**src/rtl/condlogic_pkg.sv**
```systemverilog
// condlogic_pkg
// Shared definitions for the condition logic and the ALU decoder:
//   - 4-bit condition-code values carried in Instr[31:28]
//   - bit positions of N, Z, C, V inside the 4-bit flag vector
//   - flag vector type
package condlogic_pkg;

   typedef logic [3:0] flags_t;

   localparam logic [3:0] COND_EQ = 4'h0;
   localparam logic [3:0] COND_NE = 4'h1;
   localparam logic [3:0] COND_CS = 4'h2;
   localparam logic [3:0] COND_CC = 4'h3;
   localparam logic [3:0] COND_MI = 4'h4;
   localparam logic [3:0] COND_PL = 4'h5;
   localparam logic [3:0] COND_VS = 4'h6;
   localparam logic [3:0] COND_VC = 4'h7;
   localparam logic [3:0] COND_HI = 4'h8;
   localparam logic [3:0] COND_LS = 4'h9;
   localparam logic [3:0] COND_GE = 4'hA;
   localparam logic [3:0] COND_LT = 4'hB;
   localparam logic [3:0] COND_GT = 4'hC;
   localparam logic [3:0] COND_LE = 4'hD;
   localparam logic [3:0] COND_AL = 4'hE;

   localparam int FLAG_N = 3;
   localparam int FLAG_Z = 2;
   localparam int FLAG_C = 1;
   localparam int FLAG_V = 0;

endpackage

```
**src/rtl/condlogic_condcheck.sv**
```systemverilog
// condcheck
// Purely combinational evaluation of an instruction condition field
// against the architectural flags.
// Ports:
//   Cond   - 4-bit condition field
//   Flags  - {N,Z,C,V}
//   CondEx - 1 when the instruction should execute
module condcheck
   import condlogic_pkg::*;
(
   input  logic [3:0] Cond,
   input  flags_t     Flags,
   output logic       CondEx
);

   logic neg, zero, carry, ovf, ge;

   // Split the flag vector and decode the condition; 4'hF is treated
   // as unconditional, same as AL.
   always_comb begin
      neg   = Flags[FLAG_N];
      zero  = Flags[FLAG_Z];
      carry = Flags[FLAG_C];
      ovf   = Flags[FLAG_V];
      ge    = (neg == ovf);
      CondEx = 1'b1;
      case (Cond)
         COND_EQ: CondEx = zero;
         COND_NE: CondEx = ~zero;
         COND_CS: CondEx = carry;
         COND_CC: CondEx = ~carry;
         COND_MI: CondEx = neg;
         COND_PL: CondEx = ~neg;
         COND_VS: CondEx = ovf;
         COND_VC: CondEx = ~ovf;
         COND_HI: CondEx = carry & ~zero;
         COND_LS: CondEx = ~carry | zero;
         COND_GE: CondEx = ge;
         COND_LT: CondEx = ~ge;
         COND_GT: CondEx = ~zero & ge;
         COND_LE: CondEx = zero | ~ge;
         default: CondEx = 1'b1;
      endcase
   end

endmodule

```
**src/rtl/condlogic_flopenr.sv**
```systemverilog
// flopenr
// Enabled flop with asynchronous active-high reset to zero.
// Ports:
//   clk   - rising-edge clock
//   reset - asynchronous active-high reset, clears q
//   en    - load enable; q holds when low
//   d     - next value
//   q     - registered value
module flopenr #(
   parameter int WIDTH = 1
) (
   input  logic             clk,
   input  logic             reset,
   input  logic             en,
   input  logic [WIDTH-1:0] d,
   output logic [WIDTH-1:0] q
);

   // Reset wins immediately; otherwise load only when enabled.
   always_ff @(posedge clk or posedge reset) begin
      if (reset) begin
         q <= '0;
      end else if (en) begin
         q <= d;
      end
   end

endmodule

```
**src/rtl/condlogic.sv**
```systemverilog
// condlogic
// Conditional-execution unit of a multicycle ARM-style controller. Holds
// the architectural flags, evaluates the instruction condition, and gates
// the FSM's write requests with the registered condition result.
// Ports:
//   clk, reset - clock and asynchronous active-high reset
//   Cond       - instruction condition field
//   ALUFlags   - {N,Z,C,V} produced by the ALU this cycle
//   FlagW      - flag-write request, [1] = N,Z  [0] = C,V
//   PCS        - instruction writes the PC
//   NextPC     - unconditional PC update from the FSM
//   RegW, MemW - FSM write requests
//   PCWrite, RegWrite, MemWrite - gated enables
//   Flags      - architectural {N,Z,C,V}
module condlogic
   import condlogic_pkg::*;
(
   input  logic       clk,
   input  logic       reset,
   input  logic [3:0] Cond,
   input  logic [3:0] ALUFlags,
   input  logic [1:0] FlagW,
   input  logic       PCS,
   input  logic       NextPC,
   input  logic       RegW,
   input  logic       MemW,
   output logic       PCWrite,
   output logic       RegWrite,
   output logic       MemWrite,
   output logic [3:0] Flags
);

   logic [1:0] nz_d, nz_q;
   logic [1:0] cv_d, cv_q;
   logic       cond_ex_r_d, cond_ex_r_q;
   logic       cond_ex;
   logic [1:0] flag_write;

   assign Flags = {nz_q, cv_q};

   condcheck u_condcheck (
      .Cond   (Cond),
      .Flags  (Flags),
      .CondEx (cond_ex)
   );

   // Flag writes are qualified by the condition registered on the
   // previous edge, so the condition seen this cycle uses the old flags
   // and the new ones appear only after the edge.
   always_comb begin
      flag_write  = FlagW & {2{cond_ex_r_q}};
      nz_d        = ALUFlags[3:2];
      cv_d        = ALUFlags[1:0];
      cond_ex_r_d = cond_ex;
   end

   flopenr #(.WIDTH(2)) u_nz_reg (
      .clk   (clk),
      .reset (reset),
      .en    (flag_write[1]),
      .d     (nz_d),
      .q     (nz_q)
   );

   flopenr #(.WIDTH(2)) u_cv_reg (
      .clk   (clk),
      .reset (reset),
      .en    (flag_write[0]),
      .d     (cv_d),
      .q     (cv_q)
   );

   flopenr #(.WIDTH(1)) u_cond_ex_reg (
      .clk   (clk),
      .reset (reset),
      .en    (1'b1),
      .d     (cond_ex_r_d),
      .q     (cond_ex_r_q)
   );

   // Write enables stay combinational in the requests; NextPC forces a
   // PC write even when the condition fails. Reset clears cond_ex_r_q,
   // which blocks register and memory writes while reset is high.
   always_comb begin
      RegWrite = RegW & cond_ex_r_q;
      MemWrite = MemW & cond_ex_r_q;
      PCWrite  = (PCS & cond_ex_r_q) | NextPC;
   end

endmodule

```
**config.mk**
```make
export PLATFORM = sky130hd
export DESIGN_NAME = condlogic
export DESIGN_NICKNAME = d
export VERILOG_FILES = /design/src/rtl/condlogic_pkg.sv /design/src/rtl/condlogic_condcheck.sv /design/src/rtl/condlogic_flopenr.sv /design/src/rtl/condlogic.sv
export SDC_FILE = /design/constraint.sdc
export NUM_CORES = 1
export LEC_CHECK = 0
export ABC_AREA = 1
export ABC_CLOCK_PERIOD_IN_PS = 1180
export BUFFER_PORTS_ARGS = -buffer_cell sky130_fd_sc_hd__buf_2
export CAP_MARGIN = 30
export CORE_AREA = 2 2 39 41
export CTS_CLUSTER_DIAMETER = 150
export DETAILED_ROUTE_END_ITERATION = 7
export DIE_AREA = 0 0 41 43
export PLACE_DENSITY = 0.69
export RECOVER_POWER = 100
export SLEW_MARGIN = 10
export SYNTH_ARGS = -nofsm -noshare
export SYNTH_HDL_FRONTEND = slang
export SYNTH_SLANG_ARGS = --single-unit
```
**constraint.sdc**
```tcl
create_clock -name clk -period 1.18 [get_ports clk]
set_input_delay 0.295 -clock clk [delete_from_list [all_inputs] [get_ports clk]]
set_output_delay 0.295 -clock clk [all_outputs]
set_load 0.005 [all_outputs]
```
==> flow_summary.json, run 1 <==
{
  "status": "finished, violations left",
  "failing_checks": "negative setup slack",
  "rows": 14,
  "layout.area.seq_um2": 126,
  "synth.distinct_cells": 11,
  "max_cap_violations": 0,
  "worst-slew-pin-transition_ns": 0.192,
  "final-hold-violation-count": 0,
  "setup_ws_ns": -0.0343,
  "die_width_um": 41,
  "yosys.cell_count.top_type": "nand2_1",
  "crit_fanout": 4,
  "initial_antenna_violation_count": 0,
  "avg_inst_size_synth_um2": 5.69,
  "synthTopCellsByArea": "dfrtp_1 (31%), nand2_1 (21%), nor2_1 (12%)",
  "drc": 0,
  "timing.final.setup_violations": 1,
  "final_period_minus_worst_setup_slack_ns": 1.21,
  "maxSlewViolCount": 0,
  "area_growth_pct": 45.2,
  "irDropWorstVdd_mv": 0.562,
  "critical_path.max_stage_delay_ns": 0.40,
  "largest_area_contributor_in_the_synthesized_netlist": "dfrtp_1",
  "drt-pass1-iter-count": 4,
  "antenna_left": 0,
  "numPortBuffers": 22,
  "p_leak_nw": 0.357,
  "worst_case_clock_buffer_depth": 2,
  "synthesis.instances": 71,
  "fraction_of_synthesis_flops_using_an_asynchronous_set_or_reset_pin": 1.00,
  "routed-via-count": 538,
  "total_length_of_routed_wires_mm": 1.10,
  "mappedNetlistArea_um2": 404,
  "holdWs_ns": 0.303,
  "wl_per_cell_um": 9.45,
  "cts_tree": "yes",
  "detailedRoute.firstIterationViolations": 7,
  "grt_setup_unrepaired": "true",
  "clock_insertion_delay_at_the_later_pin_of_the_skew_report_ns": 0.24,
  "critical_path_class": "reg2out",
  "cts_num_sinks": 5,
  "design.core.area_mm2": 0.00138,
  "top_level_ports": 23,
  "worst_ep_required_ns": 0.88,
  "timing.max_slew.rel_slack": 0.872,
  "setup.worst_path.end_class": "output pin",
  "post-route-util": 0.424,
  "deepest_level_of_the_cts_h_tree": 1,
  "power_density_mw_per_mm2": 1520,
  "grt_start_max_net_pins": 8,
  "ys_top_cells_by_count": "nand2_1 (23), nor2_1 (13), inv_1 (9), a21oi_1 (8), nand3_1 (7)",
  "synth_edf_count": 0,
  "die-height_um": 43,
  "n_fill_cell": 156,
  "ys_warn_count": 0,
  "worst_ep_arrival_time_ns": 0.92,
  "multi_input_area_um2": 234,
  "proportion_of_netlist_area_held_by_the_largest_area_contributor": 0.310,
  "vias_per_cell": 4.64,
  "timing.critical_path.buf_inv": 1,
  "worstHoldPathType": "in2reg",
  "max_clock_freq_ghz": 0.824,
  "dominantRegCellSynth": "dfrtp_1",
  "nets": 117,
  "design.die.area_mm2": 0.00176,
  "seq_area_frac_synth": 0.310,
  "cts_made_buffers": 3,
  "skew_ns": 0.000940,
  "finalPower_mw": 0.891,
  "postSynthNetCount": 87,
  "critical_path.startpoint_type": "flop",
  "timing.setup.tns_ns": -0.0343,
  "gp_congestion": 0.753,
  "initial_utilization": 0.292,
  "worst_path_dominant_cell_family": "flip-flops",
  "grt_pass1_vias": 454,
  "setup.reg_to_reg.worst_slack_ns": 0.12,
  "proportion_of_layout_cells_with_a_drive_suffix_above_1": 0.340,
  "antenna_cells": 0,
  "final.period_utilization": 1.03,
  "synth-seq-cells": 5,
  "clkSlewWorstSetupHoldPaths_ns": 0.04,
  "grt.overflow.total": 0,
  "grt_util_all_layers": 0.133,
  "detailedPlacementHpwl_um": 841,
  "path_cells": "a21o_1 -> buf_2",
  "worst_path_max_delay_cell": "dfrtp_1",
  "cts_root_buffer": "clkbuf_4",
  "grt_pass1_wl_mm": 1.59
}
sequential cells by signal, summed over array words and instances (netlist names):
name	flops
u_cond_ex_reg.q	1
u_cv_reg.q	2
u_nz_reg.q	2
cells by family (layout without fill, tap and decap cells):
kind of cell / after synthesis / in the layout / synth area share
simple gates: 45 / 45 / 0.461
buf+inv: 12 / 41 / 0.111
compound gates: 9 / 9 / 0.118
flops: 5 / 5 / 0.310
final timing paths:
kind,depth (start not counted),to,from
max reg2reg,5,u_cv_reg.q[0],u_cond_ex_reg.q
min reg2reg,2,u_cv_reg.q[1],u_cv_reg.q[1]
min in group asynchronous,3,u_cond_ex_reg.q,reset
max,2,PCWrite,u_cond_ex_reg.q
max in group asynchronous,3,u_cv_reg.q[0],reset
min,3,u_nz_reg.q[0],ALUFlags[2]
timing repair:
item / CTS / global route
pin swaps: 0 / 2
buffers inserted: 1 / 1
gates cloned: 0 / 0
hold buffers: 1 / 0
hold endpoints to repair: 5 / 0
resized for setup: 0 / 3
endpoints found under the setup margin: 1 / 4
per-stage QoR:
step	instances	setup slack (ns)	instance area [µm²]
floorplan	71	0.212	404
global placement	109	0.109	534
detailed placement	109	0.114	534
CTS	115	-0.0458	578
global route	116	-0.0863	587
finish	116	-0.0343	587
worst min-delay path, stage by stage:
cell	delay (ns)
buf_2	0.07
nor2_1	0.03
a21oi_1	0.09
metal layers:
metal | share of wire | global-route usage
met2 | 0.47 | 0.213
met1 | 0.45 | 0.151
met4 | 0.0055 | 0.100
met5 | 0 | 0
met3 | 0.078 | 0.0157
area by class of cell:
type,instances,area share
Inverter,12,0.0768
Tap cell,16,0.0341
Multi-Input combinational cell,54,0.399
Timing Repair Buffer,25,0.230
Clock buffer,4,0.0448
Sequential cell,5,0.215
cell usage in the layout, fill, tap and decap left out:
cell	n
nand2_1	23
buf_2	22
nor2_1	13
a21oi_1	8
inv_1	7
nand3_1	7
inv_2	4
dfrtp_1	4
clkbuf_4	3
buf_4	2
clkinv_1	1
nand3_2	1
nand2_2	1
a21o_1	1
clkbuf_1	1
dlygate4sd3_1	1
dfrtp_2	1
report_power, final:
part | internal (mW) | switching, mW | total [mW]
combinational | 0.180 | 0.219 | 0.399
sequential | 0.234 | 0.0667 | 0.300
clock | 0.127 | 0.0643 | 0.192
Power figures use the tool's default switching activity.
==> run 2: changes to the inputs <==
--- a/config.mk
+++ b/config.mk
@@ -6,7 +6,7 @@
 export NUM_CORES = 1
 export LEC_CHECK = 0
 export ABC_AREA = 1
-export ABC_CLOCK_PERIOD_IN_PS = 1180
+export ABC_CLOCK_PERIOD_IN_PS = 1150
 export BUFFER_PORTS_ARGS = -buffer_cell sky130_fd_sc_hd__buf_2
 export CAP_MARGIN = 30
 export CORE_AREA = 2 2 39 41
==> constraint.sdc (replaced) <==
create_clock -name clk -period 1.15 [get_ports clk]
set_input_delay 0.2875 -clock clk [delete_from_list [all_inputs] [get_ports clk]]
set_output_delay 0.2875 -clock clk [all_outputs]
set_load 0.005 [all_outputs]
==> flow_summary.json, run 2 (synthesis gave the netlist of run 1 again) <==
{
  "initial_utilization": 0.292,
  "cts_num_sinks": 5,
  "skew_ns": 0.00393,
  "max_cap_violations": 0,
  "final_period_minus_worst_setup_slack_ns": 1.21,
  "status": "finished, violations left",
  "numPortBuffers": 22,
  "final.period_utilization": 1.05,
  "design.core.area_mm2": 0.00138,
  "grt_pass1_vias": 418,
  "setup_ws_ns": -0.0559,
  "post-route-util": 0.441,
  "swShare": 0.388,
  "timing.setup.tns_ns": -0.0579,
  "worst-slew-pin-transition_ns": 0.194,
  "worstHoldPathType": "in2reg",
  "power_frac_comb": 0.487,
  "grt_start_max_net_pins": 8,
  "deepest_level_of_the_cts_h_tree": 1,
  "proportion_of_layout_cells_with_a_drive_suffix_above_1": 0.369,
  "maxSlewViolCount": 0,
  "critical_path_class": "reg2out",
  "timing.final.setup_violations": 2,
  "cts_tree": "yes",
  "grt.overflow.total": 0,
  "antenna_cells": 0,
  "final_common_cell": "nand2_1",
  "reg_top3": "u_cv_reg.q: 2 flops, u_nz_reg.q: 2 flops, u_cond_ex_reg.q: 1 flops",
  "drt-pass1-iter-count": 4,
  "detailedPlacementHpwl_um": 834,
  "worst_ep_arrival_time_ns": 0.92,
  "design.die.area_mm2": 0.00176,
  "clkSlewWorstSetupHoldPaths_ns": 0.04,
  "rows": 14,
  "crit_fanout": 4,
  "p_leak_nw": 0.366,
  "power.switching_mw": 0.378,
  "area_growth_pct": 51.1,
  "irDropWorstVdd_mv": 0.664,
  "drc": 0,
  "nets": 120,
  "portion_of_total_power_attributed_to_sequential_cells": 0.312,
  "antenna_left": 0,
  "failing_checks": "negative setup slack",
  "critical_path.startpoint_type": "flop",
  "grt_util_all_layers": 0.131,
  "grt_pass1_wl_mm": 1.56,
  "detailedRoute.firstIterationViolations": 10,
  "worst_ep_required_ns": 0.86,
  "max_clock_freq_ghz": 0.829,
  "mostFrequentLayoutCells": "nand2_1 (21), buf_2 (20), nor2_1 (13)",
  "cts_made_buffers": 3,
  "power.share.clock": 0.201,
  "die-height_um": 43,
  "power_density_mw_per_mm2": 1600,
  "wl_per_cell_um": 9.06,
  "p_int_mw": 0.598,
  "timing.max_slew.rel_slack": 0.870,
  "grt_setup_unrepaired": "true",
  "cts_root_buffer": "clkbuf_4",
  "total_length_of_routed_wires_mm": 1.08,
  "gp_congestion": 0.759,
  "worst_case_clock_buffer_depth": 2,
  "vias_per_cell": 4.48,
  "routed-via-count": 533,
  "setup.worst_path.end_class": "output pin",
  "die_width_um": 41,
  "top_level_ports": 23,
  "final-hold-violation-count": 0,
  "clock_insertion_delay_at_the_later_pin_of_the_skew_report_ns": 0.24,
  "initial_antenna_violation_count": 0
}
## run 2: cell types whose count changed in the layout (fill, tap and decap cells not counted), moves of 2 or more
| cell | change |
|---|---|
| nand2_2 | +2 |
| buf_2 | -2 |
| inv_2 | +2 |
| clkbuf_1 | +2 |
| inv_1 | -2 |
| buf_4 | +3 |
| nand2_1 | -2 |
## run 2: layer usage
metal	global-route usage	share of wire
met5	0	0
met4	0.0800	0.0037
met3	0.0157	0.076
met2	0.216	0.49
met1	0.151	0.43
## run 2: worst max-delay path, stage by stage, from the launching register on
cell	delay, ns
dfrtp_1	0.40
a21o_1	0.16
buf_2	0.12
## run 2: worst paths after layout
check / from / endpoint / slack, ns / cells past startpoint
min in group asynchronous: reset / u_nz_reg.q[0] / 0.49 / 3
max in group asynchronous: reset / u_nz_reg.q[1] / 0.48 / 3
min: ALUFlags[2] / u_nz_reg.q[0] / 0.30 / 3
max reg2reg: u_nz_reg.q[0] / u_cond_ex_reg.q / 0.08 / 8
min reg2reg: u_nz_reg.q[0] / u_nz_reg.q[0] / 0.57 / 2
max: u_cond_ex_reg.q / PCWrite / -0.06 / 2
## run 2: cell type report
cell class	instances	area, µm²
clock buffers	4	26.3
fillers	156	773
inverters	12	45.0
multi-input cells	54	239
flip-flops and latches	5	125
well taps	16	20.0
repair buffers	28	155
## run 2: through the flow
stage               power, mW  setup WS [ns]  cells  hold slack (ns)  area [µm²]
floorplan               0.525          0.182     71           0.0660         404
global placement        0.668         0.0800    109            0.191         534
detailed placement      0.673         0.0548    109            0.200         534
CTS                     0.898        -0.0731    115            0.291         578
global route             1.07        -0.0893    119            0.321         611
finish                  0.976        -0.0559    119            0.299         611
## run 2: repair_timing
action	CTS	global route
setup buffers	1	4
hold buffers	1	0
endpoints found under the setup margin	3	4
resized for setup	0	6
pin swaps	1	3
endpoints found under the hold margin	5	0
## run 2: power by group through the flow
stage / Clock, mW / Combinational, mW / Sequential [mW]
after floorplan: 0 / 0.225 / 0.300
after global placement: 0 / 0.363 / 0.305
after detailed placement: 0 / 0.369 / 0.304
after CTS: 0.207 / 0.391 / 0.300
after global routing: 0.218 / 0.537 / 0.314
final: 0.197 / 0.475 / 0.304
==> run 3: changes to the inputs <==
--- a/config.mk
+++ b/config.mk
@@ -15,7 +15,7 @@
 export DIE_AREA = 0 0 41 43
 export PLACE_DENSITY = 0.69
 export RECOVER_POWER = 100
-export SLEW_MARGIN = 10
+export SLEW_MARGIN = 20
 export SYNTH_ARGS = -nofsm -noshare
 export SYNTH_HDL_FRONTEND = slang
 export SYNTH_SLANG_ARGS = --single-unit
==> constraint.sdc (replaced) <==
create_clock -name clk -period 1.15 [get_ports clk]
set_input_delay 0.1725 -clock clk [delete_from_list [all_inputs] [get_ports clk]]
set_output_delay 0.1725 -clock clk [all_outputs]
set_load 0.005 [all_outputs]
==> flow_summary.json, run 3 (synthesis gave the netlist of run 1 again) <==
{
  "status": "finished, final reports clean",
  "portion_of_total_power_attributed_to_sequential_cells": 0.334,
  "worst-slew-pin-transition_ns": 0.192,
  "timing.final.setup_violations": 0,
  "initial_antenna_violation_count": 0,
  "die_width_um": 41,
  "antenna_cells": 0,
  "power_frac_comb": 0.447,
  "postLayoutCellArea_um2": 584,
  "top_level_ports": 23,
  "p_int_mw": 0.552,
  "gp_congestion": 0.739,
  "setup.worst_path.end_class": "output pin",
  "max_clock_freq_ghz": 0.914,
  "area_growth_pct": 44.6,
  "irDropWorstVdd_mv": 0.615,
  "crit_fanout": 4,
  "cts_made_buffers": 3,
  "wl_per_cell_um": 8.63,
  "swShare": 0.391,
  "worst_path_max_delay_cell": "dfrtp_1",
  "routed-via-count": 507,
  "total_length_of_routed_wires_mm": 1.00,
  "worst_ep_arrival_time_ns": 0.92,
  "vias_per_cell": 4.37,
  "drc": 0,
  "p_leak_nw": 0.354,
  "timing.setup.tns_ns": 0,
  "critical_path_class": "reg2out",
  "skew_ns": 0.00125,
  "final_period_minus_worst_setup_slack_ns": 1.09,
  "rows": 14,
  "grt_util_all_layers": 0.130,
  "grt_pass1_vias": 436,
  "grt_setup_unrepaired": "false",
  "antenna_left": 0,
  "power.switching_mw": 0.355,
  "cts_tree": "yes",
  "design.die.area_mm2": 0.00176,
  "final_common_cell": "nand2_1",
  "mostFrequentLayoutCells": "nand2_1 (23), buf_2 (21), nor2_1 (13)",
  "worst_path_dominant_cell_family": "flip-flops",
  "maxSlewViolCount": 0,
  "grt.overflow.total": 0,
  "reg_top3": "u_cv_reg.q: 2 flops, u_nz_reg.q: 2 flops, u_cond_ex_reg.q: 1 flops",
  "timing.max_slew.rel_slack": 0.872,
  "worst_case_clock_buffer_depth": 2,
  "worst_ep_required_ns": 0.98,
  "critical_path.startpoint_type": "flop",
  "cts_num_sinks": 5,
  "power_density_mw_per_mm2": 1550,
  "grt_pass1_wl_mm": 1.55,
  "setup.reg_to_reg.worst_slack_ns": 0.07,
  "post_dp_cell_area_um2": 534,
  "design.core.area_mm2": 0.00138,
  "die-height_um": 43,
  "drt-pass1-iter-count": 4,
  "final.period_utilization": 0.951,
  "worstHoldPathType": "in2reg",
  "detailedRoute.firstIterationViolations": 9,
  "preCtsSetupSlack_ns": 0.108,
  "power.share.clock": 0.219,
  "clock_insertion_delay_at_the_later_pin_of_the_skew_report_ns": 0.24,
  "numPortBuffers": 22,
  "critical_path.max_stage_delay_ns": 0.40,
  "nets": 117,
  "proportion_of_layout_cells_with_a_drive_suffix_above_1": 0.330,
  "initial_utilization": 0.292,
  "n_fill_cell": 161,
  "timing.critical_path.buf_inv": 1,
  "final-hold-violation-count": 0,
  "max_cap_violations": 0,
  "cts_root_buffer": "clkbuf_4",
  "detailedPlacementHpwl_um": 809,
  "path_cells": "a21o_1 -> buf_2",
  "setup_ws_ns": 0.0561,
  "clkSlewWorstSetupHoldPaths_ns": 0.04,
  "finalPower_mw": 0.907,
  "deepest_level_of_the_cts_h_tree": 1,
  "grt_start_max_net_pins": 8
}
[run 3: final timing paths]
path | from | depth (start not counted) | endpoint
worst max-delay path | u_cond_ex_reg.q | 2 | PCWrite
worst min-delay path | ALUFlags[2] | 3 | u_nz_reg.q[0]
worst max register to register | u_nz_reg.q[1] | 7 | u_cond_ex_reg.q
worst min register to register | u_cv_reg.q[1] | 2 | u_cv_reg.q[1]
max in group asynchronous | reset | 3 | u_nz_reg.q[1]
min in group asynchronous | reset | 3 | u_cond_ex_reg.q
[run 3: final cells by class]
class | count | area (µm²) | area share
tap | 16 | 20.0 | 0.0343
clock buffer | 4 | 26.3 | 0.0450
multi-input combinational | 54 | 234 | 0.400
sequential | 5 | 125 | 0.214
inverter | 12 | 45.0 | 0.0771
timing repair buffer | 25 | 134 | 0.229
[run 3: what timing repair did]
| item | CTS | global route |
|---|---|---|
| resized for setup | 0 | 3 |
| hold endpoints to repair | 5 | 0 |
| hold buffers | 1 | 0 |
| setup endpoints to repair | 0 | 2 |
| buffers inserted | 0 | 2 |
[run 3: per-layer routing]
layer / up-vias / global-route usage / routed length (µm)
li1: 276 / - / -
met1: 208 / 0.155 / 422
met2: 23 / 0.206 / 487
met3: 0 / 0.0157 / 92
met4: 0 / 0.0800 / 0
met5: - / 0 / 0
[run 3: power by group through the flow]
| stage | combinational [mW] | sequential [mW] | clock, mW |
|---|---|---|---|
| 2_1_floorplan | 0.225 | 0.300 | 0 |
| 3_3_place_gp | 0.366 | 0.299 | 0 |
| 3_5_place_dp | 0.366 | 0.304 | 0 |
| 4_1_cts | 0.371 | 0.303 | 0.210 |
| 5_1_grt | 0.466 | 0.315 | 0.220 |
| 6_report | 0.405 | 0.303 | 0.198 |
[run 3: tightest hold or removal path: stages]
cell	delay (ns)
buf_2	0.08
nor2_1	0.03
a21oi_1	0.10
[run 3: through the flow]
stage	hold slack [ns]	util	std cells
floorplan	-0.0490	-	71
global placement	0.0743	0.386	109
detailed placement	0.0774	0.386	109
CTS	0.175	0.412	114
global route	0.201	0.422	116
finish	0.184	0.422	116
